File: src/rtl/mdu_pkg.sv
// Shared encodings, widths and helpers for the multiply/HI-LO control stage.
// MDU_SIGNED_EN selects whether abs_w() is used for signed MULT conditioning.
package mdu_pkg;

    localparam int MUL_W  = 32;
    localparam int PROD_W = 64;

    localparam logic [2:0] OP_NOP   = 3'd0;
    localparam logic [2:0] OP_MULT  = 3'd1;
    localparam logic [2:0] OP_MULTU = 3'd2;
    localparam logic [2:0] OP_MTHI  = 3'd3;
    localparam logic [2:0] OP_MTLO  = 3'd4;
    localparam logic [2:0] OP_MFHI  = 3'd5;
    localparam logic [2:0] OP_MFLO  = 3'd6;

    typedef enum logic [1:0] {
        ST_IDLE  = 2'd0,
        ST_START = 2'd1,
        ST_WAIT  = 2'd2,
        ST_WB    = 2'd3
    } state_t;

    // 0x80000000 stays 0x80000000, which is the correct unsigned magnitude 2^31.
    function automatic logic [MUL_W-1:0] abs_w(input logic [MUL_W-1:0] v);
        return v[MUL_W-1] ? (~v + 1'b1) : v;
    endfunction

endpackage

File: src/rtl/mdu_ctrl_hilo_reg.sv
// HI/LO architectural register pair: independent HI and LO writes plus a
// joint 64-bit write used for multiply write-back.
module hilo_reg
    import mdu_pkg::*;
(
    input  logic              clk,
    input  logic              reset,
    input  logic              we_hi,
    input  logic              we_lo,
    input  logic [MUL_W-1:0]  wdata,
    input  logic              we_pair,
    input  logic [PROD_W-1:0] pair_data,
    output logic [MUL_W-1:0]  hi,
    output logic [MUL_W-1:0]  lo
);

    logic [MUL_W-1:0] r_hi;
    logic [MUL_W-1:0] r_lo;

    always_ff @(posedge clk or negedge reset) begin
        if (!reset) begin
            r_hi <= '0;
            r_lo <= '0;
        end else if (we_pair) begin
            {r_hi, r_lo} <= pair_data;
        end else begin
            if (we_hi) r_hi <= wdata;
            if (we_lo) r_lo <= wdata;
        end
    end

    assign hi = r_hi;
    assign lo = r_lo;

endmodule

File: src/rtl/mdu_ctrl.sv
// Multiply/HI-LO control stage: decodes MDU ops, drives the iterative
// multiplier, commits HI/LO and stalls on hazards. Macro: MDU_SIGNED_EN.
module mdu_ctrl
    import mdu_pkg::*;
(
    input  logic              clk,
    input  logic              reset,
    input  logic              req_valid,
    input  logic [2:0]        req_op,
    input  logic [MUL_W-1:0]  rs_val,
    input  logic [MUL_W-1:0]  rt_val,
    input  logic              flush,
    output logic              mul_start,
    output logic [MUL_W-1:0]  mul_a,
    output logic [MUL_W-1:0]  mul_b,
    input  logic [PROD_W-1:0] mul_z,
    input  logic              mul_busy,
    output logic [MUL_W-1:0]  hi,
    output logic [MUL_W-1:0]  lo,
    output logic              stall,
    output logic              done
);

    state_t           r_state;
    logic [MUL_W-1:0] r_mul_a;
    logic [MUL_W-1:0] r_mul_b;
    logic             r_mul_start;
    logic             r_done;

    logic              w_accept;
    logic              w_is_mul;
    logic [MUL_W-1:0]  w_a;
    logic [MUL_W-1:0]  w_b;
    logic              w_we_pair;
    logic [PROD_W-1:0] w_pair_data;

    // Flush kills any request presented in the same cycle.
    assign w_accept = req_valid && !flush && (r_state == ST_IDLE);
    assign w_is_mul = (req_op == OP_MULT) || (req_op == OP_MULTU);

`ifdef MDU_SIGNED_EN
    logic w_signed;
    logic w_neg;
    logic r_neg;

    assign w_signed = (req_op == OP_MULT);
    assign w_a      = w_signed ? abs_w(rs_val) : rs_val;
    assign w_b      = w_signed ? abs_w(rt_val) : rt_val;
    assign w_neg    = w_signed && (rs_val[MUL_W-1] ^ rt_val[MUL_W-1]);

    always_ff @(posedge clk or negedge reset) begin
        if (!reset) begin
            r_neg <= 1'b0;
        end else if (w_accept && w_is_mul) begin
            r_neg <= w_neg;
        end
    end

    assign w_pair_data = r_neg ? (~mul_z + 64'd1) : mul_z;
`else
    assign w_a         = rs_val;
    assign w_b         = rt_val;
    assign w_pair_data = mul_z;
`endif

    always_ff @(posedge clk or negedge reset) begin
        if (!reset) begin
            r_state     <= ST_IDLE;
            r_mul_a     <= '0;
            r_mul_b     <= '0;
            r_mul_start <= 1'b0;
            r_done      <= 1'b0;
        end else begin
            r_mul_start <= 1'b0;
            r_done      <= 1'b0;
            if (flush) begin
                r_state <= ST_IDLE;
            end else begin
                case (r_state)
                    ST_IDLE: begin
                        if (req_valid && w_is_mul) begin
                            r_mul_a     <= w_a;
                            r_mul_b     <= w_b;
                            r_mul_start <= 1'b1;
                            r_state     <= ST_START;
                        end
                    end
                    ST_START: r_state <= ST_WAIT;
                    // Busy is registered in the multiplier and already high here.
                    ST_WAIT: begin
                        if (!mul_busy) r_state <= ST_WB;
                    end
                    ST_WB: begin
                        r_done  <= 1'b1;
                        r_state <= ST_IDLE;
                    end
                    default: r_state <= ST_IDLE;
                endcase
            end
        end
    end

    assign w_we_pair = (r_state == ST_WB) && !flush;

    hilo_reg u_hilo_reg (
        .clk       (clk),
        .reset     (reset),
        .we_hi     (w_accept && (req_op == OP_MTHI)),
        .we_lo     (w_accept && (req_op == OP_MTLO)),
        .wdata     (rs_val),
        .we_pair   (w_we_pair),
        .pair_data (w_pair_data),
        .hi        (hi),
        .lo        (lo)
    );

    assign stall     = (r_state != ST_IDLE) && req_valid && (req_op != OP_NOP);
    assign mul_start = r_mul_start;
    assign mul_a     = r_mul_a;
    assign mul_b     = r_mul_b;
    assign done      = r_done;

endmodule

File: config.mk
export PLATFORM = sky130hd
export DESIGN_NAME = mdu_ctrl
export DESIGN_NICKNAME = d
export VERILOG_FILES = /design/src/rtl/mdu_pkg.sv /design/src/rtl/mdu_ctrl_hilo_reg.sv /design/src/rtl/mdu_ctrl.sv
export SDC_FILE = /design/constraint.sdc
export NUM_CORES = 1
export LEC_CHECK = 0
export ABC_AREA = 1
export CAP_MARGIN = 25
export CORE_ASPECT_RATIO = 1.2
export CORE_MARGIN = 2
export CORE_UTILIZATION = 41
export DETAILED_ROUTE_END_ITERATION = 16
export PLACE_DENSITY_LB_ADDON = 0.12
export SLEW_MARGIN = 20
export SYNTH_ARGS = -nofsm -noshare
export SYNTH_HDL_FRONTEND = slang
export SYNTH_HIERARCHICAL = 1
export SYNTH_SLANG_ARGS = --single-unit
export TNS_END_PERCENT = 30
File: constraint.sdc
create_clock -name clk -period 1.9 [get_ports clk]
set_input_delay 0.38 -clock clk [delete_from_list [all_inputs] [get_ports clk]]
set_output_delay 0.38 -clock clk [all_outputs]
set_load 0.02 [all_outputs]
==> results_dict.tcl <==
set metrics [dict create \
    status "finished clean" \
    worst_pin_slew_ns 0.458 \
    max_freq_mhz 555 \
    tritoncts "yes" \
    hold_class "reg -> reg" \
    whs_ns 0.476 \
    grt_pass1_wl_mm 30.4 \
    rows 46 \
    yosysMostFrequentCell "nand2_1" \
    dp_cells 1083 \
    synth_xor_area_frac 0 \
    die-height_microns 132 \
    ant_nets 0 \
    slowest_delay_ns 0.48 \
    n_antenna_cell 0 \
    fin_skew_ns 0.00904 \
    fin_ws_ns 0.0992 \
    yosysSeqAreaShare 0.592 \
    combPwrFrac 0.458 \
    root_buffer "clkbuf_16" \
    synth_edf_count 0 \
    grtUsageTotal 0.260 \
    power_mw 15.4 \
    yosys_warnings 6 \
    syn_area_sq_um 5580 \
    p_sw_frac 0.370 \
    netlist_instances 661 \
    worstPathRequired_ns 1.52 \
    yosysTopAreaCell "dfrtp_1" \
    min_period_ns 1.80 \
    ys_top_cells_by_count "328 x nand2_1, 132 x dfrtp_1, 131 x nand3_1" \
    yosysTopAreaCellShare 0.592 \
    post-route-drc-count 0 \
    synth-compound-area-share 0.000897 \
    path_clk_slew_ns 0.06 \
    nFillCells 1034 \
    dp_slack_ns -0.241 \
    synthArstFlopShare 1.00 \
    grt_max_degree 82 \
    avgViaCountPerCell 5.01 \
    coreArea_sq_um 13200 \
    antenna_found_initial 0 \
    clk_path_buf_depth 2 \
    clock_latency_ns 0.41 \
    ys.flop_type "dfrtp_1" \
    place_congestion 0.829 \
    first_global_vias 6008 \
    cp-start-kind "input port" \
    synth.area.mux_share 0 \
    critical-path-top-delay-family "buffers and inverters" \
    stdcell_area_sq_um 9280 \
    start_util 0.421 \
    instances_no_fill 1118 \
    cp_max_fo 2 \
    crit_path_end_kind "output pin" \
    pin_count 267 \
    grt_overflow 0 \
    vias 5601 \
    cp_slowest_cell "clkdlybuf4s50_1" \
    cp.arrival_ns 1.42 \
    synth_top_family_by_area "simple AND/OR/NAND/NOR gates" \
    final_util 0.701 \
    synth_nets 800 \
    cellPowerDensity_nw_per_um2 1650 \
    tns_ns 0 \
    synthSimpleGateAreaFrac 0.351 \
    cts-buffers-inserted 17 \
    area_growth_pct 66.4 \
    drt_wl_total_mm 18.5 \
    die_area_sq_um 14600 \
    drv_slew 0 \
    internal-power_mw 9.68 \
    max_cap_violations 0 \
    ys_types 18 \
    p_leak_nw 4.36 \
    path_class "in -> out" \
    clock_power_share 0.218 \
    drtIter0Drc 317 \
    rsz0062_at_grt "no" \
    finalCritPeriodShare 0.948 \
    portBuffers 266 \
    p_sw_mw 5.68 \
    htreeDepth 4 \
    yosys_register_bits 132 \
    path_cells "clkdlybuf4s50_1, inv_1, nand2_1, o21ai_0, nor2_1, clkdlybuf4s15_2" \
    dp_hpwl_mm 13.4 \
    sequentialPowerShare 0.323 \
    post_dp_cell_area_sq_um 8620 \
    slew_headroom 0.694 \
    irDropWorstVdd_mv 0.964 \
    setup_viol 0 \
    routedWlPerCell_microns 16.5 \
    nets 1077 \
    synthAdderAreaFrac 0.00673 \
    hold_viol_final 0 \
    syn_avg_cell_area_sq_um 8.44 \
    dieWidth_microns 110 \
    yosys-top-cells-area "dfrtp_1 59%, nand2_1 22%, nand3_1 12%, buf_2 2.0%, buf_6 1.2%" \
    drtPass1Iterations 5 \
    clkSinkCount 132 \
    crit_buf_inv 3 \
    drive_gt1_frac 0.0821 \
]
cells in the final DEF (no fill, tap or decap), types with 4 or more instances in the layout:
cell             instances
clkdlybuf4s50_1        264
nor2_4                   4
inv_1                    7
dfrtp_1                132
nand2_1                328
clkbuf_16               17
nand3_1                131
buf_4                   21
buf_12                  12
inv_2                    5
nor2_1                   4
tightest hold or removal path: cells and delay by family, from the launching register on:
family           cells  cell delay [ns]
flip-flops           1             0.34
AND/OR/NAND/NOR      2             0.10
routing by layer:
metal  wire length (microns)  track usage  vias up
met4                     456        0.106        0
met2                    9580        0.467      244
met3                    1430       0.0713       28
met1                    7030        0.291     2676
met5                       0            0        -
li1                        -            -     2653
what timing repair did:
item,4_1_cts,5_1_grt
hold buffers,1,0
pin swaps,1,1
setup endpoints to repair,33,32
hold endpoints to repair,51,0
resized for setup,8,0
setup buffers,2,1
cells by family after synthesis:
kind of cell | count (synthesis)
compound gates | 1
fa+ha+maj | 3
buf+inv | 53
flops | 132
simple gates | 472
path summary, 6_finish.rpt:
path,end,startpoint,cells after the start,slack [ns]
setup reg to reg,u_hilo_reg/hi[17]$_DFFE_PN0P_,r_state[1]$_DFFE_PN0P_,11,0.14
setup / recovery,stall,req_op[0],6,0.1
min in group asynchronous,mul_b[26]$_DFFE_PN0P_,reset,3,0.50
hold / removal,mul_a[9]$_DFFE_PN0P_,mul_a[9]$_DFFE_PN0P_,2,0.48
hold reg to reg,mul_a[9]$_DFFE_PN0P_,mul_a[9]$_DFFE_PN0P_,2,0.48
max in group asynchronous,mul_b[7]$_DFFE_PN0P_,reset,3,0.97
cell type report:
class                      instances  area (sq um)  area share
multi-input combinational        476          2060       0.221
sequential                       132          3300       0.356
inverter                          12          45.0     0.00485
tap                              168           210      0.0226
clock buffer                      19           453      0.0488
clock inverter                    12           155      0.0167
timing repair buffer             299          3060       0.330
registers in the layout, summed over array words and instances (netlist names):
name and flops:
mul_a 32, mul_b 32, u_hilo_reg/hi 32, u_hilo_reg/lo 32, r_state 2, done 1
mul_start 1
power by group through the flow:
stage | sequential (mW) | combinational, mW | clock, mW
floorplan | 6.62 | 1.51 | 0
global placement | 4.93 | 6.86 | 0
detailed placement | 5.00 | 7.00 | 0
CTS | 4.97 | 7.11 | 3.42
global route | 5.14 | 7.52 | 3.55
finish | 4.97 | 7.04 | 3.36
(Power assumes the default switching activity.)
